## src/rtl/regfile_pkg.sv

```systemverilog
// regfile_pkg: shared constants and types for the register-file writeback
// arbiter and its pending-write scoreboard.
//   DATA_W        default writeback data width
//   REG_IDX_W     register index width
//   NUM_ARCH_REGS writable architectural registers (R0-R14)
//   PC_IDX        index 15, the PC, which is never a legal writeback target
//   req_src_e     which requester won arbitration this cycle
package regfile_pkg;

  localparam int DATA_W        = 32;
  localparam int REG_IDX_W     = 4;
  localparam int NUM_ARCH_REGS = 15;
  localparam int PC_IDX        = 15;

  typedef enum logic [1:0] {
    REQ_NONE,
    REQ_ALU,
    REQ_MEM
  } req_src_e;

  // True for R0-R14; index 15 has no busy flag and no register-file slot.
  function automatic logic is_arch_reg(input logic [REG_IDX_W-1:0] idx);
    return idx < REG_IDX_W'(NUM_ARCH_REGS);
  endfunction

endpackage

```

## src/rtl/regfile_scoreboard.sv

```systemverilog
// regfile_scoreboard: per-register pending-write flags for R0-R14.
//   clk_i, rst_ni       clock, async active-low reset
//   claim_en_i/_reg_i   issue stage marks a destination as pending
//   clr_en_i/_reg_i     committed register-file write clears the flag
//   busy_o              one flag per architectural register
// A claim and a clear of the same register on one edge leave it busy: the
// new claim belongs to a younger instruction than the write that retires.
module regfile_scoreboard
  import regfile_pkg::*;
(
  input  logic                     clk_i,
  input  logic                     rst_ni,
  input  logic                     claim_en_i,
  input  logic [REG_IDX_W-1:0]     claim_reg_i,
  input  logic                     clr_en_i,
  input  logic [REG_IDX_W-1:0]     clr_reg_i,
  output logic [NUM_ARCH_REGS-1:0] busy_o
);

  logic [NUM_ARCH_REGS-1:0] busy_q, busy_d;

  always_comb begin
    busy_d = busy_q;
    // Clear first so a same-edge claim overrides it.
    for (int r = 0; r < NUM_ARCH_REGS; r++) begin
      if (clr_en_i && clr_reg_i == REG_IDX_W'(r)) busy_d[r] = 1'b0;
    end
    for (int r = 0; r < NUM_ARCH_REGS; r++) begin
      if (claim_en_i && is_arch_reg(claim_reg_i) && claim_reg_i == REG_IDX_W'(r))
        busy_d[r] = 1'b1;
    end
  end

  always_ff @(posedge clk_i or negedge rst_ni) begin
    if (!rst_ni) busy_q <= '0;
    else         busy_q <= busy_d;
  end

  assign busy_o = busy_q;

endmodule

```

## src/rtl/regfile_wb_arbiter.sv

```systemverilog
// regfile_wb_arbiter: arbitrates ALU and load writebacks onto the single
// register-file write port, with starvation protection for the ALU.
//   clk, rst                      clock, async active-low reset
//   alu_req/_dst/_val, alu_gnt    ALU writeback request and grant
//   mem_req/_dst/_val, mem_gnt    load writeback request and grant
//   wb_en, dst, wb_val            registered register-file write port
//   claim_en, claim_reg           issue-stage pending-write claim
//   busy                          pending-write flags R0-R14
//   pc_wb_err                     pulse: a granted write targeted R15
// Build option: REGFILE_WB_SCOREBOARD_EN adds busy tracking; without it
// busy reads 0 and the claim inputs are ignored.
module regfile_wb_arbiter
  import regfile_pkg::*;
#(
  parameter int DATA_W       = regfile_pkg::DATA_W,
  parameter int STARVE_LIMIT = 3
) (
  input  logic                     clk,
  input  logic                     rst,
  input  logic                     alu_req,
  input  logic [REG_IDX_W-1:0]     alu_dst,
  input  logic [DATA_W-1:0]        alu_val,
  output logic                     alu_gnt,
  input  logic                     mem_req,
  input  logic [REG_IDX_W-1:0]     mem_dst,
  input  logic [DATA_W-1:0]        mem_val,
  output logic                     mem_gnt,
  output logic                     wb_en,
  output logic [REG_IDX_W-1:0]     dst,
  output logic [DATA_W-1:0]        wb_val,
  input  logic                     claim_en,
  input  logic [REG_IDX_W-1:0]     claim_reg,
  output logic [NUM_ARCH_REGS-1:0] busy,
  output logic                     pc_wb_err
);

  localparam int CNT_W = (STARVE_LIMIT < 1) ? 1 : $clog2(STARVE_LIMIT + 1);
  localparam logic [CNT_W-1:0] LIMIT = CNT_W'(STARVE_LIMIT);

  logic [CNT_W-1:0]     starve_q, starve_d;
  req_src_e             sel;
  logic                 force_alu;
  logic [REG_IDX_W-1:0] sel_dst;
  logic [DATA_W-1:0]    sel_val;

  logic                 wb_en_q, wb_en_d;
  logic                 err_q, err_d;
  logic [REG_IDX_W-1:0] dst_q, dst_d;
  logic [DATA_W-1:0]    val_q, val_d;

  // Arbitration: MEM normally wins; a starved ALU takes the port. Grants
  // are forced low while reset is held.
  always_comb begin
    force_alu = alu_req && (starve_q == LIMIT);
    sel       = REQ_NONE;
    if (!rst)                       sel = REQ_NONE;
    else if (mem_req && !force_alu) sel = REQ_MEM;
    else if (alu_req)               sel = REQ_ALU;
  end

  assign alu_gnt = (sel == REQ_ALU);
  assign mem_gnt = (sel == REQ_MEM);

  // Consecutive ALU denials; any cycle without a waiting ALU restarts it.
  always_comb begin
    starve_d = '0;
    if (alu_req && !alu_gnt)
      starve_d = (starve_q == LIMIT) ? LIMIT : starve_q + CNT_W'(1);
  end

  always_comb begin
    sel_dst = (sel == REQ_ALU) ? alu_dst : mem_dst;
    sel_val = (sel == REQ_ALU) ? alu_val : mem_val;
  end

  // Write stage. A grant to R15 is consumed without touching the register
  // file; dst/wb_val keep the last real write so they stay stable.
  always_comb begin
    wb_en_d = 1'b0;
    err_d   = 1'b0;
    dst_d   = dst_q;
    val_d   = val_q;
    if (sel != REQ_NONE) begin
      if (sel_dst == REG_IDX_W'(PC_IDX)) begin
        err_d = 1'b1;
      end else begin
        wb_en_d = 1'b1;
        dst_d   = sel_dst;
        val_d   = sel_val;
      end
    end
  end

  // Async reset also discards a grant captured but not yet written.
  always_ff @(posedge clk or negedge rst) begin
    if (!rst) begin
      starve_q <= '0;
      wb_en_q  <= 1'b0;
      err_q    <= 1'b0;
      dst_q    <= '0;
      val_q    <= '0;
    end else begin
      starve_q <= starve_d;
      wb_en_q  <= wb_en_d;
      err_q    <= err_d;
      dst_q    <= dst_d;
      val_q    <= val_d;
    end
  end

  assign wb_en     = wb_en_q;
  assign dst       = dst_q;
  assign wb_val    = val_q;
  assign pc_wb_err = err_q;

`ifdef REGFILE_WB_SCOREBOARD_EN
  regfile_scoreboard u_sb (
    .clk_i       (clk),
    .rst_ni      (rst),
    .claim_en_i  (claim_en),
    .claim_reg_i (claim_reg),
    .clr_en_i    (wb_en_q),
    .clr_reg_i   (dst_q),
    .busy_o      (busy)
  );
`else
  logic unused_claim;
  assign unused_claim = ^{claim_en, claim_reg};
  assign busy         = '0;
`endif

endmodule

```

## config.mk

```make
export PLATFORM = sky130hd
export DESIGN_NAME = regfile_wb_arbiter
export DESIGN_NICKNAME = d
export VERILOG_FILES = /design/src/rtl/regfile_pkg.sv /design/src/rtl/regfile_scoreboard.sv /design/src/rtl/regfile_wb_arbiter.sv
export SDC_FILE = /design/constraint.sdc
export NUM_CORES = 1
export LEC_CHECK = 0
export CAP_MARGIN = 40
export CELL_PAD_IN_SITES_DETAIL_PLACEMENT = 1
export CELL_PAD_IN_SITES_GLOBAL_PLACEMENT = 1
export CORE_MARGIN = 5
export CORE_UTILIZATION = 28
export CTS_CLUSTER_SIZE = 24
export DETAILED_ROUTE_END_ITERATION = 7
export HOLD_SLACK_MARGIN = 0.08
export PLACE_DENSITY_LB_ADDON = 0.1
export SYNTH_ARGS = -nofsm -noshare
export SYNTH_HDL_FRONTEND = slang
export SYNTH_SLANG_ARGS = --single-unit
```

## constraint.sdc

```tcl
create_clock -name clk -period 4.3 [get_ports clk]
set_input_delay 0.86 -clock clk [delete_from_list [all_inputs] [get_ports clk]]
set_output_delay 0.86 -clock clk [all_outputs]
set_load 0.03 [all_outputs]
```

==> results of run 1 <==
-- flip-flops by register name (all words and copies together), names as in the netlist --
signal / count
starve_q: 2
pc_wb_err: 1
wb_val: 32
wb_en: 1
dst: 4
-- cell usage in the layout (no fill, tap or decap) --
master / instances
nor3b_1: 2
and2_1: 1
nor2_1: 1
mux2_2: 39
conb_1: 15
buf_12: 1
mux2_1: 25
bufinv_16: 1
mux2i_4: 1
clkbuf_8: 7
a2bb2oi_1: 4
clkdlybuf4s50_1: 113
nand2_1: 5
dfrtp_1: 40
a31oi_1: 1
mux2i_1: 5
buf_2: 1
nor2b_1: 1
nand4_1: 2
o21a_2: 1
a21oi_4: 1
buf_4: 4
-- final cells by class --
| cell class | count | area (µm²) | area share (%) |
|---|---|---|---|
| Timing Repair Buffer | 119 | 1186 | 34.73 |
| Sequential cell | 40 | 1001 | 29.30 |
| Multi-Input combinational cell | 104 | 978.4 | 28.64 |
| Tap cell | 99 | 123.9 | 3.626 |
| Clock buffer | 7 | 96.34 | 2.821 |
| Clock inverter | 1 | 30.03 | 0.8791 |
-- path summary, 6_finish.rpt --
path	endpoint	slack, ns
max in group asynchronous	wb_val[20]$_DFFE_PN0P_	3.22
min in group clk	wb_val[27]$_DFFE_PN0P_	0.49
worst max register to register	wb_val[9]$_DFFE_PN0P_	2.04
worst min register to register	wb_val[27]$_DFFE_PN0P_	0.49
worst min-delay path	starve_q[0]$_DFF_PN0_	0.38
worst max-delay path	alu_gnt	1.03
-- power groups by stage --
stage	logic, mW	clock network [mW]	registers, mW
after floorplan	0.136	0	0.618
after CTS	0.510	0.352	0.477
after global routing	0.530	0.365	0.487
after detailed placement	0.509	0	0.485
final	0.500	0.335	0.476
after global placement	0.506	0	0.481
-- routing by layer --
metal  global-route usage [%]  up-vias  wire (µm)
li1                         -      745          -
met1                    14.35      790       2164
met2                    21.45       65       2949
met3                    5.160        5        543
met4                    4.265        0         52
met5                        0        -          0
-- kinds of logic after synthesis --
logic type	after synthesis	share of synthesized area, %
multiplexers	70	38.10
flip-flops	40	48.08
buffers and inverters	22	7.452
AND/OR/NAND/NOR	12	3.005
AO/OA/AOI/OAI	7	3.185
other	1	0.1801
-- stage by stage --
step	hold slack, ns	utilization, %	std cells
2_1_floorplan	0.5546	-	166
3_3_place_gp	0.4671	45.35	362
3_5_place_dp	0.4746	45.35	362
4_1_cts	0.3610	47.09	370
5_1_grt	0.3631	47.09	370
6_report	0.3763	47.09	370
==> impl_metrics.csv, run 1 <==
group,metric,value,unit
run_status,outcome,"finished, final reports clean",
logic_synthesis,yosys.area.top_type,"dfrtp_1",
clock_tree,cts_buffer_depth,2,
timing,setup_violations,0,
power,ir_drop,159.8,µV
drt,first_iter_violations,13,
logic_synthesis,synth_edf_count,0,
timing,finClkSkew,0.005880,ns
final_layout,n_fill_cell,777,
clock_tree,cts_hold_buf,0,
power,p_clk_share,25.5,%
logic_synthesis,avgSynthCellArea,13.70,µm²
power,switchingPower,0.4170,mW
timing,fin_crit_sh,76.12,%
floorplan,initial_core_util,28.70,%
floorplan,ios,136,
grt,grt_overflow,0,
timing,grt_setup_unrepaired,"no",
power,intPower,0.8938,mW
power,cellPowerDensity,383.7,mW/mm²
critical_path,endpoint_kind,"primary output",
drt,drt_first_pass_iters,2,
placement,dpl.hpwl,4.503,mm
power,p_leak,1.364,nW
placement,routabilityCongestion,0.7056,
power,p_comb_share,38.1,%
grt,grt_pass1_vias,1788,
final_layout,nets,351,
timing,worstMarginPinSlew,0.7758,ns
clock_tree,tritoncts,"done",
timing,fin_ws,1.027,ns
clock_tree,cts_setup_buffers,0,
final_layout,syn_to_final_growth,64.06,%
timing,period_needed,3.273,ns
critical_path,slowest_delay,0.61,ns
placement,numPortBuffers,115,
clock_tree,ctsHtreeMaxLevel,2,
drt,wl_per_cell,15.43,µm
timing,fmax,305.5,MHz
clock_tree,numCtsBuffers,5,
critical_path,worstPathRequired,3.44,ns
critical_path,start_kind,"primary input",
drt,drc,0,
logic_synthesis,synth_cell_types,18,
critical_path,critPathSlowestCell,"a21oi_4",
final_layout,antenna_cells,0,
final_layout,final_cell_area,0.003416,mm²
drt,ant_nets,0,
critical_path,worst-path-buf-inv,2,
final_layout,drive_gt1_share,20.66,%
logic_synthesis,synth.top_cells.by_count,"dfrtp_1, mux2_2, mux2_1",
grt,grt.total_usage,12.66,%
drt,vias,1605,
grt,antenna_found_initial,0,
timing,slew_headroom,48.17,%
floorplan,die_w,96.23,µm
logic_synthesis,synth_top_area_share,48.08,%
timing,fin_setup_tns,0,ns
power,power_frac_seq,36.3,%
critical_path,cp_max_fo,20,
worst_hold_path,hold_class,"primary input to async pin",
critical_path,reg2reg_from,"starve_q[1]$_DFF_PN0_",
timing,slew_violations,0,
floorplan,dieArea,0.009260,mm²
critical_path,crit_type,"primary input to primary output",
power,sw_frac_of_total,31.81,%
placement,postPlaceCellArea,0.003289,mm²
grt,grt_pass1_wl,8.859,mm
logic_synthesis,synth.cell_area,0.002082,mm²
logic_synthesis,ys.flop_type,"dfrtp_1",
grt,grt_start_max_net_pins,40,
clock_tree,clock_sinks,40,
floorplan,die_h,96.23,µm
floorplan,coreArea,0.007253,mm²
logic_synthesis,synthTopCellsByArea,"dfrtp_1, mux2_2, mux2_1",
clock_tree,ctsResizeCount,0,
critical_path,rr_worst_depth,5,
clock_tree,worstSkewPairLatency,0.29,ns
logic_synthesis,ys_ff_latch,40,
logic_synthesis,synth_warnings,0,
drt,wl,5.709,mm
logic_synthesis,synthCells,152,
placement,dp_worst_setup_slack,0.9875,ns
critical_path,critical_path_arrival,2.41,ns
critical_path,critPathLaunch,"alu_req",
critical_path,crit_cells,4,
floorplan,rows,31,
logic_synthesis,asyncSetResetFlopFracSynth,100.0,%
timing,hold_violations,0,
clock_tree,cts_root_buf,"clkbuf_8",
logic_synthesis,synth_most_common_cell,"dfrtp_1",
clock_tree,clk_pin_slew,0.07,ns
power,finalPower,1.311,mW
run,max-cap-violations,0,
drt,vias_per_cell,4.338,
critical_path,crit_path_cell_trace,"clkdlybuf4s50_1 -> nand2_1 -> a21oi_4 -> buf_4",
critical_path,critPathTopFamily,"buffers and inverters",
logic_synthesis,ys_seq_area_share,48.08,%
Note: power is estimated with default switching activity, not from simulation.
==> run 2, diff against run 1 <==
Settings changed: CORE_UTILIZATION 28 to 24.
Clock period 4.3 ns to 2.7 ns, I/O delays scaled along.
==> run 2 against run 1 <==
Compared with the run above: cell count grew 3.0%; register-to-register slack worse by 1.1 ns; worst setup slack got worse by 0.71 ns; sequential share of layout area down 0.11 points; routed wire length fell by 0.74%; clock skew decreased by 0.0027 ns; critical endpoint unchanged.
==> impl_metrics.csv, run 2 (synthesis results as in run 1) <==
group,metric,value,unit
final_layout,multi_input_area,978.4,µm²
grt,grt.total_usage,10.59,%
clock_tree,cts_setup_buffers,0,
critical_path,slowest_delay,0.55,ns
final_layout,final_cell_area,0.003428,mm²
power,power_frac_seq,38.6,%
grt,grt_pass1_wl,8.583,mm
drt,drc,0,
power,p_comb_share,40.8,%
floorplan,dieArea,0.01064,mm²
timing,fin_crit_sh,88.21,%
placement,routabilityCongestion,0.7063,
clock_tree,clock_sinks,40,
run_status,outcome,"finished, final reports clean",
final_layout,final_common_cell,"clkdlybuf4s50_1",
final_layout,fin_util,39.90,%
critical_path,crit_cells,5,
placement,numPortBuffers,115,
grt,grt_overflow,0,
floorplan,initial_core_util,24.23,%
timing,whs,0.2069,ns
critical_path,worst-r2r-setup-slack,0.90,ns
power,intPower,1.313,mW
final_layout,final_cell_mix,"clkdlybuf4s50_1, dfrtp_1, mux2_2, mux2_1, conb_1",
final_layout,drive_gt1_share,20.88,%
critical_path,endpoint_kind,"primary output",
clock_tree,ctsResizeCount,0,
power,switchingPower,0.6513,mW
timing,period_needed,2.382,ns
final_layout,regArea,0.001001,mm²
drt,ant_nets,0,
timing,finClkSkew,0.003150,ns
power,p_clk_share,20.6,%
clock_tree,worstSkewPairLatency,0.28,ns
placement,dpl.hpwl,4.512,mm
drt,first_iter_violations,15,
grt,grt_start_max_net_pins,31,
grt,antenna_found_initial,0,
floorplan,die_w,103.1,µm
critical_path,rr_worst_depth,5,
clock_tree,cts_buffer_depth,2,
timing,fmax,419.9,MHz
final_layout,antenna_cells,0,
drt,drt_first_pass_iters,2,
critical_path,critPathLaunch,"alu_req",
clock_tree,clk_pin_slew,0.07,ns
clock_tree,numCtsBuffers,5,
critical_path,critPathTopFamily,"buffers and inverters",
final_layout,stdcell_count,381,
critical_path,worst-path-buf-inv,3,
drt,vias,1611,
timing,grt_setup_unrepaired,"no",
timing,fin_setup_tns,0,ns
power,finalPower,1.964,mW
placement,dp.cells,373,
critical_path,critical_path_arrival,1.84,ns
placement,dp_worst_setup_slack,0.2012,ns
clock_tree,tritoncts,"done",
final_layout,largest_reg_flops,32,
critical_path,cp_max_fo,19,
floorplan,coreArea,0.008593,mm²
power,p_leak,1.364,nW
floorplan,rows,34,
final_layout,syn_to_final_growth,64.66,%
floorplan,ios,136,
critical_path,crit_type,"primary input to primary output",
timing,hold_violations,0,
timing,slew_violations,0,
grt,grt_pass1_vias,1718,
power,cellPowerDensity,572.8,mW/mm²
clock_tree,cts_root_buf,"clkbuf_8",
critical_path,start_kind,"primary input",
run,max-cap-violations,0,
floorplan,die_h,103.1,µm
drt,top_layer,"met4",
drt,wl_met2,3.170,mm
drt,wl_met3,498,µm
drt,wl,5.667,mm
final_layout,nets,353,
power,sw_frac_of_total,33.16,%
worst_hold_path,hold_class,"primary input to async pin",
drt,wl_per_cell,14.87,µm
critical_path,worstPathRequired,2.16,ns
drt,wl_met1,1.959,mm
critical_path,reg2reg_to,"wb_val[1]$_DFFE_PN0P_",
clock_tree,ctsHtreeMaxLevel,2,
critical_path,crit_path_cell_trace,"clkdlybuf4s50_1 -> nand2_1 -> a21oi_4 -> buf_12 -> buf_4",
drt,vias_per_cell,4.228,
placement,postPlaceCellArea,0.003338,mm²
critical_path,critPathSlowestCell,"clkdlybuf4s50_1",
timing,fin_ws,0.3182,ns
critical_path,reg2reg_from,"starve_q[1]$_DFF_PN0_",
clock_tree,cts_hold_buf,0,
final_layout,n_fill_cell,933,
power,ir_drop,283.2,µV
timing,setup_violations,0,
## run 2: changes by cell type in the layout (fill, tap and decap cells not counted), sizes merged
cell and delta:
bufinv -1, buf +3, clkdlybuf4s50 -1, clkbuf +1
## run 2: area by class of cell
cell class                      count  share of cell area (%)
Timing Repair Buffer              121                   35.69
Sequential cell                    40                   29.20
Multi-Input combinational cell    104                   28.54
Tap cell                          108                   3.942
Clock buffer                        8                   2.628
## run 2: per-layer routing
metal / track usage, % / vias up
li1: - / 749
met1: 11.11 / 792
met2: 19.93 / 62
met3: 3.586 / 8
met4: 2.988 / 0
met5: 0 / -
## run 2: worst max path at each step
stage | endpoint | slack [ns]
after floorplan | wb_val[6]$_DFFE_PN0P_ | 0.80
after global placement | wb_val[3]$_DFFE_PN0P_ | 0.23
after detailed placement | wb_val[3]$_DFFE_PN0P_ | 0.20
after CTS | alu_gnt | 0.30
after global routing | alu_gnt | 0.23
final | alu_gnt | 0.32
## run 2: power by group through the flow
stage	Clock [mW]	Combinational (mW)	Sequential, mW
2_1_floorplan	0	0.217	0.985
5_1_grt	0.463	0.850	0.772
3_3_place_gp	0	0.815	0.767
3_5_place_dp	0	0.818	0.770
4_1_cts	0.438	0.819	0.760
6_report	0.404	0.802	0.758
==> run 3, diff against run 2 <==
Settings changed: CORE_MARGIN 5 to 1.5.
==> run 3 against run 2 <==
Compared with the run above: flip-flop and latch count is the same; clock-buffer cell count stayed put; sequential power about the same; maximum frequency fell by 3.6%; clock skew is 0.0031 ns higher; hold slack lost 0.0013 ns; utilization up 1.1 points; first-iteration DRC count increased by 73%; sequential share of layout area grew 0.23 points; routed wire length shrank 6.4%; power decreased by 0.17%.
==> impl_metrics.csv, run 3 (synthesis results as in run 1) <==
group,metric,value,unit
run_status,outcome,"finished, final reports clean",
grt,grt_overflow,0,
grt,grt_pass1_wl,8.031,mm
clock_tree,clk_pin_slew,0.07,ns
critical_path,crit_type,"primary input to primary output",
floorplan,dieArea,0.009243,mm²
grt,grt_pass1_vias,1693,
grt,grt.total_usage,11.56,%
final_layout,largest_reg_flops,32,
grt,antenna_found_initial,0,
power,ir_drop,191.5,µV
timing,hold_violations,0,
clock_tree,clock_sinks,40,
clock_tree,tritoncts,"done",
critical_path,critical_path_arrival,1.93,ns
floorplan,die_w,96.14,µm
drt,vias_per_cell,4.255,
timing,setup_violations,0,
clock_tree,cts_hold_buf,0,
placement,numPortBuffers,115,
power,p_leak,1.364,nW
critical_path,endpoint_kind,"primary output",
run,max-cap-violations,0,
floorplan,coreArea,0.008299,mm²
critical_path,cp_max_fo,19,
drt,vias,1617,
final_layout,multi_input_area,978.4,µm²
floorplan,ios,136,
timing,period_needed,2.470,ns
timing,slew_violations,0,
clock_tree,cts_root_buf,"clkbuf_8",
clock_tree,ctsResizeCount,0,
grt,grt_start_max_net_pins,32,
final_layout,final_common_cell,"clkdlybuf4s50_1",
final_layout,regArea,0.001001,mm²
placement,dpl.hpwl,4.144,mm
final_layout,syn_to_final_growth,63.40,%
drt,drc,0,
timing,grt_setup_unrepaired,"no",
floorplan,initial_core_util,25.09,%
drt,ant_nets,0,
placement,routabilityCongestion,0.6901,
clock_tree,cts_buffer_depth,2,
critical_path,worstPathRequired,2.16,ns
final_layout,nets,355,
timing,fin_setup_tns,0,ns
clock_tree,ctsHtreeMaxLevel,2,
timing,finClkSkew,0.006219,ns
final_layout,n_fill_cell,899,
floorplan,die_h,96.14,µm
drt,first_iter_violations,26,
clock_tree,numCtsBuffers,5,
critical_path,start_kind,"primary input",
drt,drt_first_pass_iters,4,
clock_tree,worstSkewPairLatency,0.29,ns
final_layout,fin_util,40.99,%
critical_path,rr_worst_depth,5,
final_layout,final_cell_mix,"clkdlybuf4s50_1, dfrtp_1, mux2_2, mux2_1, conb_1",
drt,wl,5.303,mm
timing,fmax,404.9,MHz
final_layout,antenna_cells,0,
floorplan,rows,33,
drt,wl_per_cell,13.96,µm
clock_tree,cts_setup_buffers,0,
final_layout,drive_gt1_share,21.45,%
worst_hold_path,hold_class,"primary input to async pin",
timing,fin_crit_sh,91.47,%
power,cellPowerDensity,576.3,mW/mm²
## run 3: cell type report
cell class	instances	share of cell area, %
clock buffers	8	2.648
multi-input cells	104	28.76
well taps	105	3.862
repair buffers	123	35.31
flip-flops and latches	40	29.42
## run 3: power breakdown
part	total (mW)	internal, mW	switching (mW)
logic	0.795	0.392	0.403
registers	0.759	0.707	0.0521
clock network	0.406	0.209	0.198
total	1.96	1.31	0.652
## run 3: routing by layer
layer / GRT usage, % / share of wire, % / vias to the layer above
met1: 13.23 / 40 / 786
met4: 3.676 / 1.2 / 0
li1: - / - / 755
met5: 0 / 0 / -
met2: 19.84 / 50 / 70
met3: 4.344 / 8.8 / 6
## run 3: critical path: stages
cell and delay [ns]:
clkdlybuf4s50_1 0.54, nand2_1 0.11, a21oi_4 0.20, buf_4 0.31, buf_4 0.22
## run 3: through the flow
| stage | cell area [µm²] | cells | hold WS [ns] | setup WS, ns | power, mW |
|---|---|---|---|---|---|
| floorplan | 2135 | 166 | 0.2444 | 0.8006 | 1.201 |
| global placement | 3312 | 372 | 0.4686 | 0.1842 | 1.572 |
| detailed placement | 3312 | 372 | 0.4763 | 0.1566 | 1.578 |
| CTS | 3402 | 380 | 0.2042 | 0.2010 | 2.002 |
| global route | 3402 | 380 | 0.2088 | 0.1457 | 2.066 |
| finish | 3402 | 380 | 0.2056 | 0.2304 | 1.961 |
## run 3: worst paths after layout
check / endpoint / slack [ns] / startpoint
worst max register to register: wb_val[29]$_DFFE_PN0P_ / 0.86 / starve_q[1]$_DFF_PN0_
worst max-delay path: alu_gnt / 0.23 / alu_req
worst min-delay path: wb_val[4]$_DFFE_PN0P_ / 0.21 / rst
min in group clk: wb_val[0]$_DFFE_PN0P_ / 0.49 / wb_val[0]$_DFFE_PN0P_
max in group asynchronous: dst[0]$_DFFE_PN0P_ / 2.09 / rst
worst min register to register: wb_val[0]$_DFFE_PN0P_ / 0.49 / wb_val[0]$_DFFE_PN0P_
